<file path="src/rtl/dpd_train_seq.sv">
// dpd_train_seq: sequencer for one DPD training run.
// It triggers the training-signal player and waits out the player latency
// plus the PA feedback delay. It then captures N_SAMP feedback samples per
// burst, repeats for averaging, and hands the buffer to the coefficient
// estimator through a start/done handshake.
// Ports:
//   clk, reset          clock, synchronous active-high reset
//   req, iters,         run request; burst count (0 means 1) and feedback
//   fb_delay            delay, both latched when req is accepted in IDLE
//   abort               cancel the run from any non-IDLE state
//   play_start          one-cycle player start pulse
//   cap_en, cap_addr    capture-buffer write enable and sample index
//   cap_first           burst 0 marker (overwrite rather than accumulate)
//   est_start/est_done  estimator handshake
//   busy, done, err     status: running, success pulse, sticky timeout
module dpd_train_seq #(
    parameter int unsigned N_SAMP   = 1024,
    parameter int unsigned AW       = 10,
    parameter int unsigned PLAY_LAT = 4,
    parameter int unsigned GAP      = 4,
    parameter int unsigned TO_W     = 16
) (
    input  logic          clk,
    input  logic          reset,
    input  logic          req,
    input  logic [3:0]    iters,
    input  logic [7:0]    fb_delay,
    input  logic          abort,
    output logic          play_start,
    output logic          cap_en,
    output logic [AW-1:0] cap_addr,
    output logic          cap_first,
    output logic          est_start,
    input  logic          est_done,
    output logic          busy,
    output logic          done,
    output logic          err
);

    localparam int unsigned CW = 9;
    localparam int unsigned BW = 4;
    // Last timeout count before the counter would reach all-ones.
    localparam logic [TO_W-1:0] TO_LAST = {{(TO_W-1){1'b1}}, 1'b0};

    typedef enum logic [2:0] {
        S_IDLE, S_ARM, S_WAIT, S_CAPT, S_GAP, S_EST, S_FIN
    } state_t;

    state_t          state_q, state_d;
    logic [CW-1:0]   cnt_q, cnt_d;
    logic [BW-1:0]   burst_q, burst_d;
    logic [BW-1:0]   iters_q, iters_d;
    logic [7:0]      fbd_q, fbd_d;
    logic [TO_W-1:0] to_q, to_d;
    logic [AW-1:0]   addr_q, addr_d;
    logic [CW-1:0]   lat_m1;
    logic            play_start_q, play_start_d;
    logic            cap_en_q, cap_en_d;
    logic            cap_first_q, cap_first_d;
    logic            est_start_q, est_start_d;
    logic            busy_q, busy_d;
    logic            done_q, done_d;
    logic            err_q, err_d;

    // Next-state, counter and registered-output logic.
    always_comb begin
        state_d  = state_q;
        cnt_d    = cnt_q;
        burst_d  = burst_q;
        iters_d  = iters_q;
        fbd_d    = fbd_q;
        to_d     = to_q;
        err_d    = err_q;
        lat_m1   = CW'(PLAY_LAT) + CW'(fbd_q) - CW'(1);

        case (state_q)
            S_IDLE: begin
                if (req) begin
                    iters_d = (iters == '0) ? BW'(1) : iters;
                    fbd_d   = fb_delay;
                    err_d   = 1'b0;
                    burst_d = '0;
                    state_d = S_ARM;
                end
            end
            // The ARM cycle already counts toward the latency, so the
            // counter hits 0 in the last WAIT cycle before capture.
            S_ARM: begin
                if (lat_m1 == '0) begin
                    state_d = S_CAPT;
                end else begin
                    cnt_d   = lat_m1 - CW'(1);
                    state_d = S_WAIT;
                end
            end
            S_WAIT: begin
                if (cnt_q == '0) state_d = S_CAPT;
                else             cnt_d   = cnt_q - CW'(1);
            end
            S_CAPT: begin
                if (addr_q == AW'(N_SAMP - 1)) begin
                    burst_d = burst_q + BW'(1);
                    if (burst_d == iters_q) begin
                        to_d    = '0;
                        state_d = S_EST;
                    end else begin
                        // GAP idle cycles plus one so the player sees start low.
                        cnt_d   = CW'(GAP);
                        state_d = S_GAP;
                    end
                end
            end
            S_GAP: begin
                if (cnt_q == '0) state_d = S_ARM;
                else             cnt_d   = cnt_q - CW'(1);
            end
            S_EST: begin
                if (est_done) begin
                    state_d = S_FIN;
                end else if (to_q == TO_LAST) begin
                    err_d   = 1'b1;
                    state_d = S_IDLE;
                end else begin
                    to_d = to_q + TO_W'(1);
                end
            end
            S_FIN:   state_d = S_IDLE;
            default: state_d = S_IDLE;
        endcase

        if (abort && (state_q != S_IDLE)) state_d = S_IDLE;

        addr_d       = ((state_q == S_CAPT) && (state_d == S_CAPT)) ? addr_q + AW'(1) : '0;
        play_start_d = (state_d == S_ARM);
        cap_en_d     = (state_d == S_CAPT);
        cap_first_d  = (state_d == S_CAPT) && (burst_q == '0);
        est_start_d  = (state_d == S_EST) && (state_q != S_EST);
        done_d       = (state_d == S_FIN);
        // busy drops together with the done pulse.
        busy_d       = (state_d != S_IDLE) && (state_d != S_FIN);
    end

    // State and output registers.
    always_ff @(posedge clk) begin
        if (reset) begin
            state_q      <= S_IDLE;
            cnt_q        <= '0;
            burst_q      <= '0;
            iters_q      <= '0;
            fbd_q        <= '0;
            to_q         <= '0;
            addr_q       <= '0;
            play_start_q <= 1'b0;
            cap_en_q     <= 1'b0;
            cap_first_q  <= 1'b0;
            est_start_q  <= 1'b0;
            busy_q       <= 1'b0;
            done_q       <= 1'b0;
            err_q        <= 1'b0;
        end else begin
            state_q      <= state_d;
            cnt_q        <= cnt_d;
            burst_q      <= burst_d;
            iters_q      <= iters_d;
            fbd_q        <= fbd_d;
            to_q         <= to_d;
            addr_q       <= addr_d;
            play_start_q <= play_start_d;
            cap_en_q     <= cap_en_d;
            cap_first_q  <= cap_first_d;
            est_start_q  <= est_start_d;
            busy_q       <= busy_d;
            done_q       <= done_d;
            err_q        <= err_d;
        end
    end

    assign play_start = play_start_q;
    assign cap_en     = cap_en_q;
    assign cap_addr   = addr_q;
    assign cap_first  = cap_first_q;
    assign est_start  = est_start_q;
    assign busy       = busy_q;
    assign done       = done_q;
    assign err        = err_q;

endmodule

</file>
<file path="config.mk">
export PLATFORM = sky130hd
export DESIGN_NAME = dpd_train_seq
export DESIGN_NICKNAME = d
export VERILOG_FILES = /design/src/rtl/dpd_train_seq.sv
export SDC_FILE = /design/constraint.sdc
export NUM_CORES = 1
export LEC_CHECK = 0
export BUFFER_PORTS_ARGS = -buffer_cell sky130_fd_sc_hd__buf_2
export CORE_ASPECT_RATIO = 1.1
export CORE_MARGIN = 2
export CORE_UTILIZATION = 53
export CTS_CLUSTER_SIZE = 30
export DETAILED_ROUTE_END_ITERATION = 6
export PLACE_DENSITY = 0.76
export SYNTH_ARGS = -nofsm -noshare
export SYNTH_HDL_FRONTEND = slang
export SYNTH_SLANG_ARGS = --single-unit
</file>
<file path="constraint.sdc">
create_clock -name clk -period 2 [get_ports clk]
set_input_delay 0.3 -clock clk [delete_from_list [all_inputs] [get_ports clk]]
set_output_delay 0.3 -clock clk [all_outputs]
set_load 0.03 [all_outputs]
</file>
==> results.md, run 1 <==
* Crit path kind: flop to flop
* Max clock buf depth at 2
* Hold-fix buffers, CTS at 0
* Largest net degree at the start of global routing at 20
* CTS buffer count at 9
* Design area at 4300 um2
* Run status: complete, but fails checks
* Yosys reg bits at 61
* Post-Route WL at ~8000 um
* Startpoint Class: flop
* Synth top area share at 0.370
* Antenna viol nets, final at 0
* Final period utilization at 1.01
* Count of pins over their slew limit at 0
* Initial core utilization at 0.543
* Worst-path fanout max at 6
* IO buf count at 33
* WP data required at roughly 2.2 ns
* Final setup fails at 1
* Mapped Cells at ~400
* RSZ-0062 raised after global routing: true
* Die height at between 80 and 90 um
* I/O Pins at 34
* Vias per Instance at between 5 and 6
* Vias in the first global route at approximately 2800
* Distinct cells, synth at 61
* Total GRT Usage at 0.240
* WP data arrival at 2.23 ns
* CTS root buf: clkbuf_8
* Placed cells at 536
* Peak supply drop at 0.466 mV
* Die width at 79.3 um
* Residual DRC at 0
* Fill cell count at 507
* Num rows at 30
* Worst-path clk slew at 0.07 ns
* Core Area at just over 6000 um2
* Vias at 3035
* Power Dens Cells at roughly 800 nW/um2
* Failing checks: negative setup slack
* Fin. Hold Viols at 0
* Iter 0 DRT Violations at 166
* Fin cells at 562
* First-pass GRT wire length at between 10000 and 15000 um
* Routability cong. at approximately 0.89
* Count leader, synth: dfxtp_1
* Layout area overhead at 30.1%
* Die ar. at slightly below 7000 um2
* CTS tree: yes
* Post-synth top cells: dfxtp_1 (61), nor2_1 (60), nand2_1 (41), xor2_1 (29), a21oi_1 (23)
* Fmax at just under 0.5 GHz
* Clock Skews at 0.00798 ns
* Nets at around 500
* Synth Cell Area at 3300 um2
* Synth area leader: dfxtp_1
* Post-DP HPWL at roughly 5600 um
* Core Util, Final at 0.707
* Post-synth EDFFs at 0
* Syn avg cell area at 8.20 um2
* CTS sink cnt at 61
* Worst Setup Slack, final at -0.0159 ns
* Antenna violations before repair at 0
* Synth warnings at 0
* Lkg Pwr at 1.71 nW
* Ant diodes at 0
* Syn Nets at 428
* Ys async rst share at 0
* Later-pin clock latency in the skew report at 0.34 ns
* Worst Tran Pin Value at 0.401 ns
* H-tree levels at 3
* Post-synth top flop: dfxtp_1
* Max_cap viols at 0
* Slew headroom at 0.732
* Hold Slack at about 0.19 ns
* DP Area at around 3800 um2
* Sequential cell area fraction in the yosys report at 0.370
* Synth top area cells: dfxtp_1 (37%), xor2_1 (7.7%), nor2_1 (6.8%), nand2_1 (4.7%), a21oi_1 (3.5%)
* Hold Path Class: input pin to flop
* Min Tclk post-route at between 2 and 2.5 ns
* Routed wire length per instance at 14.2 um
* Global route overflow at 0
* CP Capture Type: flop
* Share of layout cells above drive strength 1 at 0.330
* Drt pass-1 iters at 4
-- placed cells by master, fill, tap and decap left out, types with 3 or more instances in the layout --
master,instances
a21oi_1,22
a22oi_1,3
a31oi_1,4
and2_1,4
and3_1,6
buf_2,33
buf_4,47
clkbuf_8,9
dfxtp_1,54
dfxtp_2,4
dfxtp_4,3
ha_1,4
ha_4,3
inv_1,6
nand2_1,38
nand2_2,3
nand2b_1,8
nand3_1,16
nand3_2,4
nand3b_1,6
nand4_1,9
nor2_1,58
nor3_1,12
o21ai_0,12
o21ai_2,3
o32ai_1,3
xnor2_1,8
xnor2_2,5
xor2_1,27
-- per-stage QoR --
stage,setup WS [ns],TNS (ns),power (W)
CTS,0.00701,0,0.00335
detailed placement,-0.0941,-0.811,0.00222
global placement,-0.0952,-0.485,0.00221
floorplan,-0.0161,-0.0211,0.00197
global route,-0.0955,-0.705,0.00357
finish,-0.0159,-0.0159,0.00339
-- kinds of logic after synthesis --
logic type / Yosys count / share of synthesized area
AO/OA/AOI/OAI: 70 / 0.134
XOR/XNOR: 42 / 0.114
adder cells (fa/ha/maj): 8 / 0.0303
buffers and inverters: 29 / 0.0477
flip-flops: 61 / 0.370
multiplexers: 2 / 0.00644
AND/OR/NAND/NOR: 191 / 0.298
-- metal layers --
metal,vias to the layer above,track usage,part of all wire
met5,-,0,0
met4,0,0.0862,0.017
met3,12,0.0625,0.033
met2,55,0.421,0.51
met1,1418,0.282,0.44
li1,1550,-,-
-- path summary, 6_finish.rpt --
path	startpoint	end	slack (ns)	cells past startpoint
min reg2reg	cap_addr[0]	cap_addr[0]	0.44	1
min	iters[0]	iters_q[0]	0.19	3
max	to_q[4]	busy	-0.02	7
max reg2reg	to_q[4]	busy	-0.02	7
-- power by group --
part	total [W]	internal, W	leakage (nW)	switching, W
registers	0.00137	0.00129	0.499	0.0000825
logic	0.000950	0.000417	1.12	0.000534
clock network	0.00107	0.000572	0.0923	0.000501
total	0.00339	0.00228	1.71	0.00112
-- worst max-delay path, stage by stage (launching register included) --
cell and delay (ns):
dfxtp_1 0.37, and4_4 0.24, and3_4 0.21, nand4_1 0.16, a22o_4 0.34, buf_4 0.15
nor3_4 0.29, a31oi_1 0.13
-- flip-flops by register name (all words and copies together) (netlist names) --
signal	flops
cap_first	1
burst_q	4
fbd_q	8
busy	1
err	1
iters_q	4
play_start	1
est_start	1
cap_en	1
state_q	3
to_q	16
cap_addr	10
done	1
cnt_q	9
-- cell type report --
cell class	count	area, um2	share of cell area
flip-flops and latches	61	1240	0.288
well taps	80	100	0.0233
multi-input cells	314	2170	0.504
clock inverters	6	63.8	0.0149
clock buffers	10	128	0.0297
inverters	9	36.3	0.00844
repair buffers	82	566	0.132
-- timing repair --
action	4_1_cts	5_1_grt
endpoints found under the setup margin	22	38
gates cloned	2	0
gates resized for setup	22	29
setup buffers	4	4
pin swaps	13	18
Power figures use the tool's default switching activity.
==> run 2, diff against run 1 <==
ABC_CLOCK_PERIOD_IN_PS = 2000   (was unset)
CELL_PAD_IN_SITES_DETAIL_PLACEMENT = 0   (was unset)
CELL_PAD_IN_SITES_GLOBAL_PLACEMENT = 1   (was unset)
CORE_UTILIZATION = 40   (was 53)
PLACE_DENSITY = unset   (was 0.76)
PLACE_DENSITY_LB_ADDON = 0.1   (was unset)
==> results.md, run 2 (same netlist as run 1, synthesis figures left out) <==
* Run status: complete, but fails checks
* Failing checks: negative setup slack
* Lkg Pwr at 1.80 nW (+4.8%)
* Routed wire length per instance at 13.6 um (-3.8%)
* H-tree levels at 3 (unchanged)
* CTS root buf: clkbuf_8
* Core Area at 7960 um2 (+31%)
* Routed wl met2 at 4160 um (+2.1%)
* Die ar. at 9000 um2 (+31%)
* Post-Route WL at 8210 um (+3.1%)
* Hold Slack at 0.193 ns (+0.00568 ns)
* Slowest cell on the critical path: dfxtp_4
* Worst Setup Slack, final at -0.0114 ns (+0.00452 ns)
* Crit path kind: flop to flop
* Fin cells at 602 (+7.1%)
* Ant diodes at 0 (unchanged)
* Antenna viol nets, final at 0 (unchanged)
* Worst Tran Pin Value at 0.482 ns (+0.0808 ns)
* Global route overflow at 0 (unchanged)
* Slew headroom at 0.678 (-0.0545)
* First-pass GRT wire length at 13500 um (+4.2%)
* CTS tree: yes
* Fill cell count at 787 (+55%)
* Vias per Instance at 5.11 (-5.4%)
* CP bufs+invs at 1 (unchanged)
* Peak supply drop at 0.493 mV (+5.9%)
* IO buf count at 33 (unchanged)
* Startpoint Class: flop
* Share of layout cells above drive strength 1 at 0.362 (+0.0325)
* CP startpoint: burst_q[0]
* Power Dens Cells at 797 nW/um2 (+0.92%)
* Fin. Hold Viols at 0 (unchanged)
* Area of the multi-input gates at 2240 um2 (+3.2%)
* Origin of the critical flop-to-flop path: burst_q[0]
* Largest net degree at the start of global routing at 18 (-10%)
* RSZ-0062 raised after global routing: true
* Layout area overhead at 37.3%
* WP data arrival at 2.23 ns (about the same)
* Placed cells at 576 (+7.5%)
* Vias at 3075 (+1.3%)
* Total GRT Usage at 0.183 (-0.0568)
* DR WL met3 at 261 um (unchanged)
* Antenna violations before repair at 0 (unchanged)
* Min-delay src: iters[0]
* Top Layer Used: met4
* Nets at 514 (+2.4%)
* Fmax at 0.497 GHz (+0.22%)
* CTS buffer count at 9 (unchanged)
* Drt pass-1 iters at 6 (+2)
* CP max stage delay at 0.37 ns (about the same)
* Critical path, cell by cell: ha_4, xnor2_4, xnor2_2, nor4_4, a22o_4, buf_12, nand4_1, xor2_1, nor2_1
* Later-pin clock latency in the skew report at 0.34 ns (about the same)
* WL met1 at 3650 um (+4.4%)
* Largest Register: to_q
* Final setup fails at 2 (+1)
* CP delay by family, top: simple AND/OR/NAND/NOR gates
* WP data required at 2.22 ns (about the same)
* Hold Path Class: input pin to flop
* CP Capture Type: flop
* Clock Skews at 0.0137 ns (+0.00576 ns)
* Area occupied by registers at 1240 um2 (+0.61%)
* Worst-path clk slew at 0.07 ns (about the same)
* Vias in the first global route at 2949 (+4.0%)
* Residual DRC at 0 (unchanged)
* CTS sink cnt at 61 (unchanged)
* Max FFs per register at 16 (unchanged)
* Iter 0 DRT Violations at 60 (-64%)
* Routability cong. at 0.911 (+2.4%)
* Worst-path fanout max at 8 (+2)
* Final period utilization at 1.01 (-0.00226)
* Max_cap viols at 0 (unchanged)
* Num rows at 34 (+13%)
* Die width at 90.6 um (+14%)
* Post-DP HPWL at 5630 um (+1.1%)
* Die height at 99.3 um (+14%)
* Max clock buf depth at 2 (unchanged)
* Most common cell after layout, fill and taps aside: nor2_1
* Min Tclk post-route at 2.01 ns (-0.00452 ns)
* Count of pins over their slew limit at 0 (unchanged)
* Most frequent cells in the layout: nor2_1 (59), buf_4 (58), dfxtp_1 (52), nand2_1 (38), buf_2 (33)
* I/O Pins at 34 (unchanged)
* Initial core utilization at 0.415 (-0.128)
-- run 2: worst paths after layout --
kind	endpoint	slack (ns)	cells past startpoint
worst max register to register	to_q[8]	-0.01	9
worst max-delay path	to_q[8]	-0.01	9
worst min register to register	cap_addr[0]	0.44	1
worst min-delay path	iters_q[0]	0.19	3
-- run 2: area by class of cell --
cell class,instances,share of cell area
tap,108,0.0298
inverter,9,0.00800
sequential,61,0.274
multi-input combinational,314,0.493
clock inverter,4,0.0154
clock buffer,12,0.0342
timing repair buffer,94,0.145
-- run 2: repair_timing --
item                                    CTS  global route
hold buffers                              0             0
cloned                                    1             1
setup buffers                             6             4
gates resized for setup                  16            50
pin swaps                                 9            32
endpoints found under the setup margin   28            40
-- run 2: layer usage --
| layer | global-route usage | vias up |
|---|---|---|
| met5 | 0 | - |
| met4 | 0.0805 | 0 |
| met3 | 0.0303 | 11 |
| met2 | 0.327 | 50 |
| met1 | 0.217 | 1446 |
| li1 | - | 1568 |
-- run 2: per-stage QoR --
stage               total power [W]  cell area (um2)  setup WS (ns)  TNS (ns)   util
floorplan                   0.00197             3360        -0.0161   -0.0211      -
global placement            0.00224             3910        -0.0380    -0.188  0.492
detailed placement          0.00225             3910        -0.0968     -1.36  0.492
CTS                         0.00353             4270       -0.00995   -0.0185  0.536
global route                0.00381             4540         -0.106     -1.67  0.570
finish                      0.00362             4540        -0.0114   -0.0180  0.570
-- run 2: power by group --
part	leakage (nW)	switching [W]	internal, W
clock network	0.116	0.000483	0.000766
registers	0.500	0.0000834	0.00129
logic	1.18	0.000558	0.000441
total	1.80	0.00112	0.00249
-- run 2: worst reg2reg max path, stage by stage, from the launching register on --
cell and delay, ns:
dfxtp_4 0.37, ha_4 0.18, xnor2_4 0.14, xnor2_2 0.16, nor4_4 0.34, a22o_4 0.22
buf_12 0.13, nand4_1 0.12, xor2_1 0.18, nor2_1 0.05
